### config.mk
export PLATFORM = sky130hd
export DESIGN_NAME = ad9958_reg_writer
export DESIGN_NICKNAME = d
export VERILOG_FILES = /design/src/rtl/ad9958_reg_writer.sv
export SDC_FILE = /design/constraint.sdc
export NUM_CORES = 1
export LEC_CHECK = 0
export CAP_MARGIN = 20
export CORE_UTILIZATION = 50
export DETAILED_ROUTE_END_ITERATION = 6
export GPL_ROUTABILITY_DRIVEN = 0
export PLACE_DENSITY = 0.86
export SYNTH_ARGS = -nofsm -noshare
export SYNTH_HDL_FRONTEND = slang
export SYNTH_SLANG_ARGS = --single-unit
### constraint.sdc
create_clock -name clock -period 5.4 [get_ports clock]
set_input_delay 1.62 -clock clock [delete_from_list [all_inputs] [get_ports clock]]
set_output_delay 1.62 -clock clock [all_outputs]
set_load 0.01 [all_outputs]
### src/rtl/ad9958_reg_writer.sv
// AD9958 single-register write sequencer: builds the instruction+data frame,
// triggers the nibble-serial sender, tracks its busy and optionally pulses IO_UPDATE.
module ad9958_reg_writer #(
    parameter int unsigned IO_UPDATE_CYCLES = 4,
    parameter int unsigned BUSY_TIMEOUT     = 4096
) (
    input  logic        clock,
    input  logic        reset_n,
    input  logic        cmd_valid,
    output logic        cmd_ready,
    input  logic [4:0]  cmd_addr,
    input  logic [31:0] cmd_data,
    input  logic        cmd_update,
    input  logic        spi_busy,
    output logic        spi_trigger,
    output logic [4:0]  spi_packs,
    output logic [63:0] spi_data,
    output logic        io_update,
    output logic        done,
    output logic        error
);

    localparam int unsigned CW = ($clog2(BUSY_TIMEOUT + 1) > 8) ? $clog2(BUSY_TIMEOUT + 1) : 8;
    // The trigger cycle counts toward the busy-rise window, so WAIT_HI holds one cycle less.
    localparam logic [CW-1:0] HI_LAST  = CW'((BUSY_TIMEOUT > 1) ? BUSY_TIMEOUT - 2 : 0);
    localparam logic [CW-1:0] LO_LAST  = CW'((BUSY_TIMEOUT > 0) ? BUSY_TIMEOUT - 1 : 0);
    localparam logic [CW-1:0] UPD_LAST = CW'((IO_UPDATE_CYCLES > 0) ? IO_UPDATE_CYCLES - 1 : 0);

    typedef enum logic [2:0] {
        S_IDLE,
        S_LOAD,
        S_TRIG,
        S_WAIT_HI,
        S_WAIT_LO,
        S_UPDATE,
        S_FIN,
        S_ABORT
    } state_t;

    state_t        state_q, state_d;
    logic [CW-1:0] cnt_q, cnt_d;
    logic [63:0]   spi_data_q, spi_data_d;
    logic [4:0]    spi_packs_q, spi_packs_d;
    logic          update_q, update_d;

    logic [2:0]    bytes;
    logic [5:0]    shamt;
    logic [63:0]   ones;
    logic [63:0]   mask;
    logic [63:0]   frame;

    // Register width in bytes; zero marks an illegal address.
    function automatic logic [2:0] reg_bytes(input logic [4:0] addr);
        logic [2:0] b;
        case (addr)
            5'h00:   b = 3'd1;
            5'h01:   b = 3'd3;
            5'h02:   b = 3'd2;
            5'h03:   b = 3'd3;
            5'h04:   b = 3'd4;
            5'h05:   b = 3'd2;
            5'h06:   b = 3'd3;
            5'h07:   b = 3'd2;
            default: b = (addr <= 5'h18) ? 3'd4 : 3'd0;
        endcase
        return b;
    endfunction

    always_comb begin
        bytes = reg_bytes(cmd_addr);
        shamt = {bytes, 3'b000};
        ones  = '1;
        mask  = ~(ones << shamt);
        frame = ({56'd0, 3'b000, cmd_addr} << shamt) | ({32'd0, cmd_data} & mask);
    end

    always_comb begin
        state_d     = state_q;
        spi_data_d  = spi_data_q;
        spi_packs_d = spi_packs_q;
        update_d    = update_q;

        case (state_q)
            S_IDLE: begin
                if (cmd_valid) begin
                    if (bytes != 3'd0) begin
                        state_d     = S_LOAD;
                        spi_data_d  = frame;
                        spi_packs_d = {1'b0, bytes, 1'b0} + 5'd2;
                        update_d    = cmd_update;
                    end else begin
                        state_d = S_ABORT;
                    end
                end
            end
            S_LOAD:    state_d = S_TRIG;
            S_TRIG:    state_d = S_WAIT_HI;
            S_WAIT_HI: begin
                if (spi_busy) begin
                    state_d = S_WAIT_LO;
                end else if (cnt_q >= HI_LAST) begin
                    state_d = S_ABORT;
                end
            end
            S_WAIT_LO: begin
                if (!spi_busy) begin
                    state_d = update_q ? S_UPDATE : S_FIN;
                end else if (cnt_q == LO_LAST) begin
                    state_d = S_ABORT;
                end
            end
            S_UPDATE: begin
                if (cnt_q == UPD_LAST) begin
                    state_d = S_FIN;
                end
            end
            S_FIN:   state_d = S_IDLE;
            S_ABORT: state_d = S_IDLE;
            default: state_d = S_IDLE;
        endcase

        cnt_d = '0;
        if (state_d == state_q &&
            (state_q == S_WAIT_HI || state_q == S_WAIT_LO || state_q == S_UPDATE)) begin
            cnt_d = cnt_q + CW'(1);
        end
    end

    always_ff @(posedge clock or negedge reset_n) begin
        if (!reset_n) begin
            state_q     <= S_IDLE;
            cnt_q       <= '0;
            spi_data_q  <= '0;
            spi_packs_q <= '0;
            update_q    <= 1'b0;
        end else begin
            state_q     <= state_d;
            cnt_q       <= cnt_d;
            spi_data_q  <= spi_data_d;
            spi_packs_q <= spi_packs_d;
            update_q    <= update_d;
        end
    end

    // Outputs decode straight from the state flop so reset clears them asynchronously.
    assign cmd_ready   = (state_q == S_IDLE);
    assign spi_trigger = (state_q == S_TRIG);
    assign io_update   = (state_q == S_UPDATE);
    assign done        = (state_q == S_FIN);
    assign error       = (state_q == S_ABORT);
    assign spi_data    = spi_data_q;
    assign spi_packs   = spi_packs_q;

endmodule
==> results of run 1 <==
[critical path, delay by kind of cell]
| kind | cells | cell delay, ns |
|---|---|---|
| AOI/OAI and AO/OA | 2 | 0.70 |
| adders and majority gates | 1 | 0.28 |
| buffers and inverters | 2 | 0.66 |
| and+or+nand+nor | 3 | 1.09 |
[cells in the final DEF, fill, tap and decap left out, types with 2 or more instances in the layout]
master	count
clkdlybuf4s50_1	101
dfrtp_1	73
nand2_1	68
nand3_1	21
and2_1	16
nor2_1	14
conb_1	13
nand2_2	10
nor2_2	10
clkbuf_8	10
inv_1	9
xnor2_1	9
o21ai_0	9
a22o_1	8
nor3_1	5
o21ai_1	5
ha_1	5
nand4_1	4
a21oi_1	4
xor2_1	4
a31oi_1	4
and3_1	3
nor3b_1	3
o211ai_1	3
and4_1	3
a32oi_1	3
nor2b_1	2
nand3b_1	2
or4_4	2
o31ai_4	2
nand2b_1	2
bufinv_16	2
clkinv_2	2
buf_4	2
[metal layers]
| layer | part of all wire [%] | global-route usage [%] |
|---|---|---|
| met5 | 0 | 0 |
| met4 | 1.6 | 8.48 |
| met3 | 8.6 | 8.67 |
| met2 | 46 | 35.8 |
| met1 | 43 | 31.0 |
[cell type report]
type | instances | share of cell area (%)
sequential | 73 | 38.4
multi-input combinational | 253 | 32.2
timing repair buffer | 103 | 21.6
clock buffer | 11 | 2.97
tap | 96 | 2.52
clock inverter | 5 | 1.66
inverter | 9 | 0.710
[metrics by stage]
step	setup WS (ns)	instance area (um^2)	instances
floorplan	2.06	3600	368
global placement	1.13	4540	534
CTS	1.33	4760	550
finish	1.29	4760	550
global route	1.08	4760	550
detailed placement	0.965	4540	534
[synth_stat cells, types with 4 or more instances]
cell type	n	share of area [%]
nor2_2	10	1.8
nor2_1	14	1.5
nand3_1	21	3.0
nand4_1	4	0.70
and2_1	16	2.8
a21oi_1	4	0.56
xor2_1	4	0.98
a31oi_1	4	0.70
clkbuf_1	5	0.53
buf_2	11	1.5
inv_1	9	0.95
xnor2_1	9	2.2
o21ai_1	5	0.70
nor3_1	5	0.70
nand2_2	10	1.8
ha_1	5	1.8
dfrtp_1	73	51
nand2_1	68	7.2
a22o_1	8	2.0
o21ai_0	9	1.3
buf_4	14	3.0
[path summary, 6_finish.rpt]
| kind | slack, ns | to | cells after the start |
|---|---|---|---|
| worst max-delay path | 1.29 | cnt_q[1] | 8 |
| worst min-delay path | 0.47 | spi_data[9] | 2 |
| worst max register to register | 3.04 | cnt_q[1] | 5 |
| worst min register to register | 0.47 | spi_data[9] | 2 |
| max in group asynchronous | 3.44 | cnt_q[0] | 1 |
| min in group asynchronous | 1.39 | spi_data[3] | 1 |
[state kept, by name (all words and copies together) (netlist names)]
| signal | flops |
|---|---|
| cnt_q | 13 |
| spi_data | 52 |
| spi_packs | 4 |
| state_q | 3 |
| update_q | 1 |
[logic make-up after synthesis]
| group | count (synthesis) |
|---|---|
| and+or+nand+nor | 169 |
| DFF | 73 |
| AOI/OAI and AO/OA | 53 |
| buffers and inverters | 42 |
| xor gates and xnor gates | 13 |
| adders and majority gates | 5 |
| other | 1 |
[where the power goes]
part	internal [uW]	switching [uW]
Sequential	699	114
Combinational	404	401
Clock	272	209
==> results_dict.tcl, run 1 <==
set metrics [dict create \
    status "completed" \
    initial_core_util_pct 52.1 \
    startpoint "cmd_addr[4]" \
    drc 0 \
    clk_path_buf_depth 2 \
    htreeDepth 3 \
    crit_fanout 13 \
    multi_input_area_um2 1530 \
    grt_max_degree 74 \
    layout-area-overhead-vs-synth_pct 33.8 \
    ff_latch_area_um2 1830 \
    hold_class "reg -> reg" \
    wirelength_um 8200 \
    synth_ff_type "dfrtp_1" \
    synth_top_family_by_area "simple AND/OR/NAND/NOR gates" \
    fp.dieH_um 86.3 \
    die_area_um2 7460 \
    holdWs_ns 0.475 \
    fin_util_pct 69.7 \
    cts_hold_buffers 0 \
    grt-ovfl-total 0 \
    hpwl_um 5520 \
    synth_edf_count 0 \
    clock.fmax_ghz 0.243 \
    muxShareOfSynthArea_pct 0 \
    synthArstFlopShare_pct 100 \
    postCtsSetupBuffers 0 \
    fin_nets 496 \
    relSlewSlack_pct 31.1 \
    drt_iter0_markers 156 \
    cts_tree "yes" \
    powerDensity_nw_per_um2 441 \
    synthAdderAreaFrac_pct 1.76 \
    setup_tns_ns 0 \
    cp.required_ns 5.65 \
    routedWlPerCell_um 14.9 \
    syn_avg_cell_area_um2 9.99 \
    synth-seq-cells 73 \
    final-setup-viol-count 0 \
    coreArea_um2 6830 \
    antenna_left 0 \
    yosysWarnings 0 \
    grt_usage_pct 23.5 \
    critPathLaunchType "primary input" \
    slew_violations 0 \
    clock-sinks 73 \
    num_vias 2852 \
    fillers 519 \
    clkTransAtPathRegs_ns 0.07 \
    std_cell_rows 30 \
    ir_drop_mv 0.301 \
    rsz0062_at_grt "no" \
    avgViaCountPerCell 5.19 \
    min_period_ns 4.11 \
    clockRootBuffer "clkbuf_8" \
    cts_resized 0 \
    syn-cell-area_um2 3560 \
    synth_xor_area_share_pct 3.20 \
    r2r-start "cnt_q[1]" \
    chipWidth_um 86.3 \
    synth-simple-area-share_pct 24.1 \
    synth_cell_type_count 54 \
    syn_inst 356 \
    cts_buffers 9 \
    io_buffers 102 \
    post-route-period-util_pct 76.1 \
    grt_pass1_vias 2829 \
    first_pass_iters 6 \
    finalClockSkew_ns 0.00931 \
    maxCapViolCount 0 \
    crit_type "in -> reg" \
    grt_antenna_before_repair 0 \
    worst_path_max_delay_cell "clkdlybuf4s50_1" \
    hold_viol_final 0 \
    tightest_slew_ns 1.03 \
    grt_pass1_wl_um 13500 \
    n_antenna_cell 0 \
    critPathMaxStageDelay_ns 0.60 \
    worstPathArrival_ns 4.35 \
    fin_total_pwr_uw 2100 \
    synth_compound_area_share_pct 12.7 \
    ys_seq_area_share_pct 51.4 \
    crit_chain "clkdlybuf4s50_1 -> nor2_1 -> o21ai_0 -> ha_1 -> inv_1 -> or3b_1 -> o2111ai_2 -> nor3b_1" \
    clkLatencyLatePin_ns 0.35 \
    worstSetupEndpointType "flop" \
    drive_above_1_share_pct 11.2 \
    hp-start "spi_data[9]" \
    ios 116 \
    power_leakage_uw 0.00213 \
]
No activity file was read; power rests on OpenSTA's default activity.
==> run 2, diff against run 1 <==
--- a/config.mk
+++ b/config.mk
@@ -6,10 +6,10 @@
 export NUM_CORES = 1
 export LEC_CHECK = 0
 export CAP_MARGIN = 20
-export CORE_UTILIZATION = 50
+export CORE_UTILIZATION = 42
 export DETAILED_ROUTE_END_ITERATION = 6
 export GPL_ROUTABILITY_DRIVEN = 0
-export PLACE_DENSITY = 0.86
+export PLACE_DENSITY = 0.77
 export SYNTH_ARGS = -nofsm -noshare
 export SYNTH_HDL_FRONTEND = slang
 export SYNTH_SLANG_ARGS = --single-unit
==> constraint.sdc (replaced) <==
create_clock -name clock -period 3.7 [get_ports clock]
set_input_delay 1.11 -clock clock [delete_from_list [all_inputs] [get_ports clock]]
set_output_delay 1.11 -clock clock [all_outputs]
set_load 0.01 [all_outputs]
==> run 2 against run 1 <==
Die area increased by 19%. Flip-flop and latch count unchanged. Clock power increased by 54%. Worst setup slack got worse by 0.81 ns. First-iteration DRC count decreased by 1.9%. Count of clock-buffer cells in the layout decreased by 2. Critical path depth increased by 1. Hold slack got worse by 0.0074 ns. Register-to-register slack got worse by 1.7 ns. Core utilization decreased by 11 points. Cell area increased by 2.1%. Largest power group unchanged. Critical path type unchanged. Global-route usage decreased by 4.2 points.
==> results_dict.tcl, run 2 (synthesis results as in run 1) <==
set metrics [dict create \
    clk_path_buf_depth 2 \
    startpoint "cmd_addr[0]" \
    wirelength_um 7920 \
    grt_pass1_vias 2712 \
    worstSetupEndpointType "flop" \
    drive_above_1_share_pct 12.8 \
    io_buffers 102 \
    cp.required_ns 3.94 \
    slew_violations 0 \
    critPathLaunchType "primary input" \
    relSlewSlack_pct 39.7 \
    clockRootBuffer "clkbuf_8" \
    post-route-period-util_pct 86.9 \
    clkLatencyLatePin_ns 0.34 \
    drt_iter0_markers 153 \
    worstPathArrival_ns 3.46 \
    crit_type "in -> reg" \
    num_vias 2836 \
    r2r-end "cnt_q[1]" \
    layout_common_cells "101 x clkdlybuf4s50_1, 73 x dfrtp_1, 68 x nand2_1, 21 x nand3_1, 16 x and2_1" \
    r2r_slack_ns 1.35 \
    chipWidth_um 94.0 \
    drt-met1-wl_um 3610 \
    first_pass_iters 4 \
    wl_met3_um 498 \
    clkTransAtPathRegs_ns 0.07 \
    status "completed" \
    grt_antenna_before_repair 0 \
    cts_hold_buffers 0 \
    cts_buffers 9 \
    fp.dieH_um 94.0 \
    grt_pass1_wl_um 13200 \
    cts_resized 0 \
    hpwl_um 5540 \
    reg2reg_depth 5 \
    layout-area-overhead-vs-synth_pct 36.7 \
    ir_drop_mv 0.285 \
    grt_usage_pct 19.3 \
    avgViaCountPerCell 5.01 \
    largest_reg_flops 52 \
    postCtsSetupBuffers 0 \
    final-setup-viol-count 0 \
    std_cell_rows 33 \
    hp-start "spi_data[12]" \
    powerDensity_nw_per_um2 638 \
    critPathCapture "cnt_q[1]" \
    initial_core_util_pct 43.3 \
    cts_tree "yes" \
    hold_class "reg -> reg" \
    fin_total_pwr_uw 3100 \
    met2WireLength_um 3710 \
    clock.fmax_ghz 0.311 \
    die_area_um2 8840 \
    tightest_slew_ns 0.905 \
    ios 116 \
    fin_nets 505 \
    hold_viol_final 0 \
    highest_layer "met4" \
    routedWlPerCell_um 14.0 \
    clock-sinks 73 \
    min_period_ns 3.22 \
    finalClockSkew_ns 0.00739 \
    coreArea_um2 8220 \
    r2r-start "cnt_q[1]" \
    final_common_cell "clkdlybuf4s50_1" \
    grt-ovfl-total 0 \
    maxCapViolCount 0 \
    setup_tns_ns 0 \
    antenna_left 0 \
    grt_max_degree 74 \
    crit_fanout 13 \
    drc 0 \
    n_antenna_cell 0 \
    rsz0062_at_grt "no" \
    power_leakage_uw 0.00218 \
    htreeDepth 3 \
]
run 2: cell count changes in the layout (fill, tap and decap cells not counted):
cell,previous run,this run
buf_12,0,1
bufinv_16,2,3
clkbuf_8,10,9
clkinvlp_4,0,1
clkbuf_1,1,0
buf_4,2,10
clkinv_2,2,0
run 2: how the worst min path moves through the flow:
stage                         endpoint  cells past startpoint
after floorplan               update_q                      2
after detailed placement  spi_data[12]                      2
after CTS                 spi_data[12]                      2
final                     spi_data[12]                      2
after global placement    spi_data[14]                      2
after global routing      spi_data[40]                      1
run 2: cell type report:
type | instances | area [um^2]
Fill cell | 690 | 3350
Sequential cell | 73 | 1830
Clock inverter | 5 | 106
Clock buffer | 9 | 124
Inverter | 9 | 33.8
Timing Repair Buffer | 112 | 1110
Multi-Input combinational cell | 253 | 1530
Tap cell | 105 | 131
run 2: worst max-delay path: stages:
cell	delay (ns)
clkdlybuf4s50_1	0.58
nor2b_1	0.27
xnor2_1	0.14
nand2_1	0.11
ha_1	0.26
inv_1	0.06
or3b_1	0.14
o2111ai_2	0.45
nor3b_1	0.34
run 2: report_power, final:
group / switching [uW] / internal [uW] / total [uW] / leakage, uW
Sequential: 158 / 1020 / 1180 / 0.000959
Combinational: 578 / 607 / 1180 / 0.00111
Clock: 299 / 442 / 741 / 0.000111
run 2: metrics by stage:
stage	area (um^2)	hold slack, ns	util, %	worst slack [ns]	cells
final	4860	0.467	59.2	0.485	566
after global routing	4860	0.500	59.2	0.324	566
after CTS	4860	0.473	59.2	0.483	566
after detailed placement	4630	0.456	56.4	0.124	552
after global placement	4630	0.450	56.4	0.229	552
after floorplan	3600	0.470	-	0.866	368
run 2: layer usage:
layer / up-vias / global-route usage, %
li1: 1387 / -
met3: 8 / 6.15
met1: 1354 / 25.5
met4: 0 / 7.56
met2: 87 / 29.4
met5: - / 0
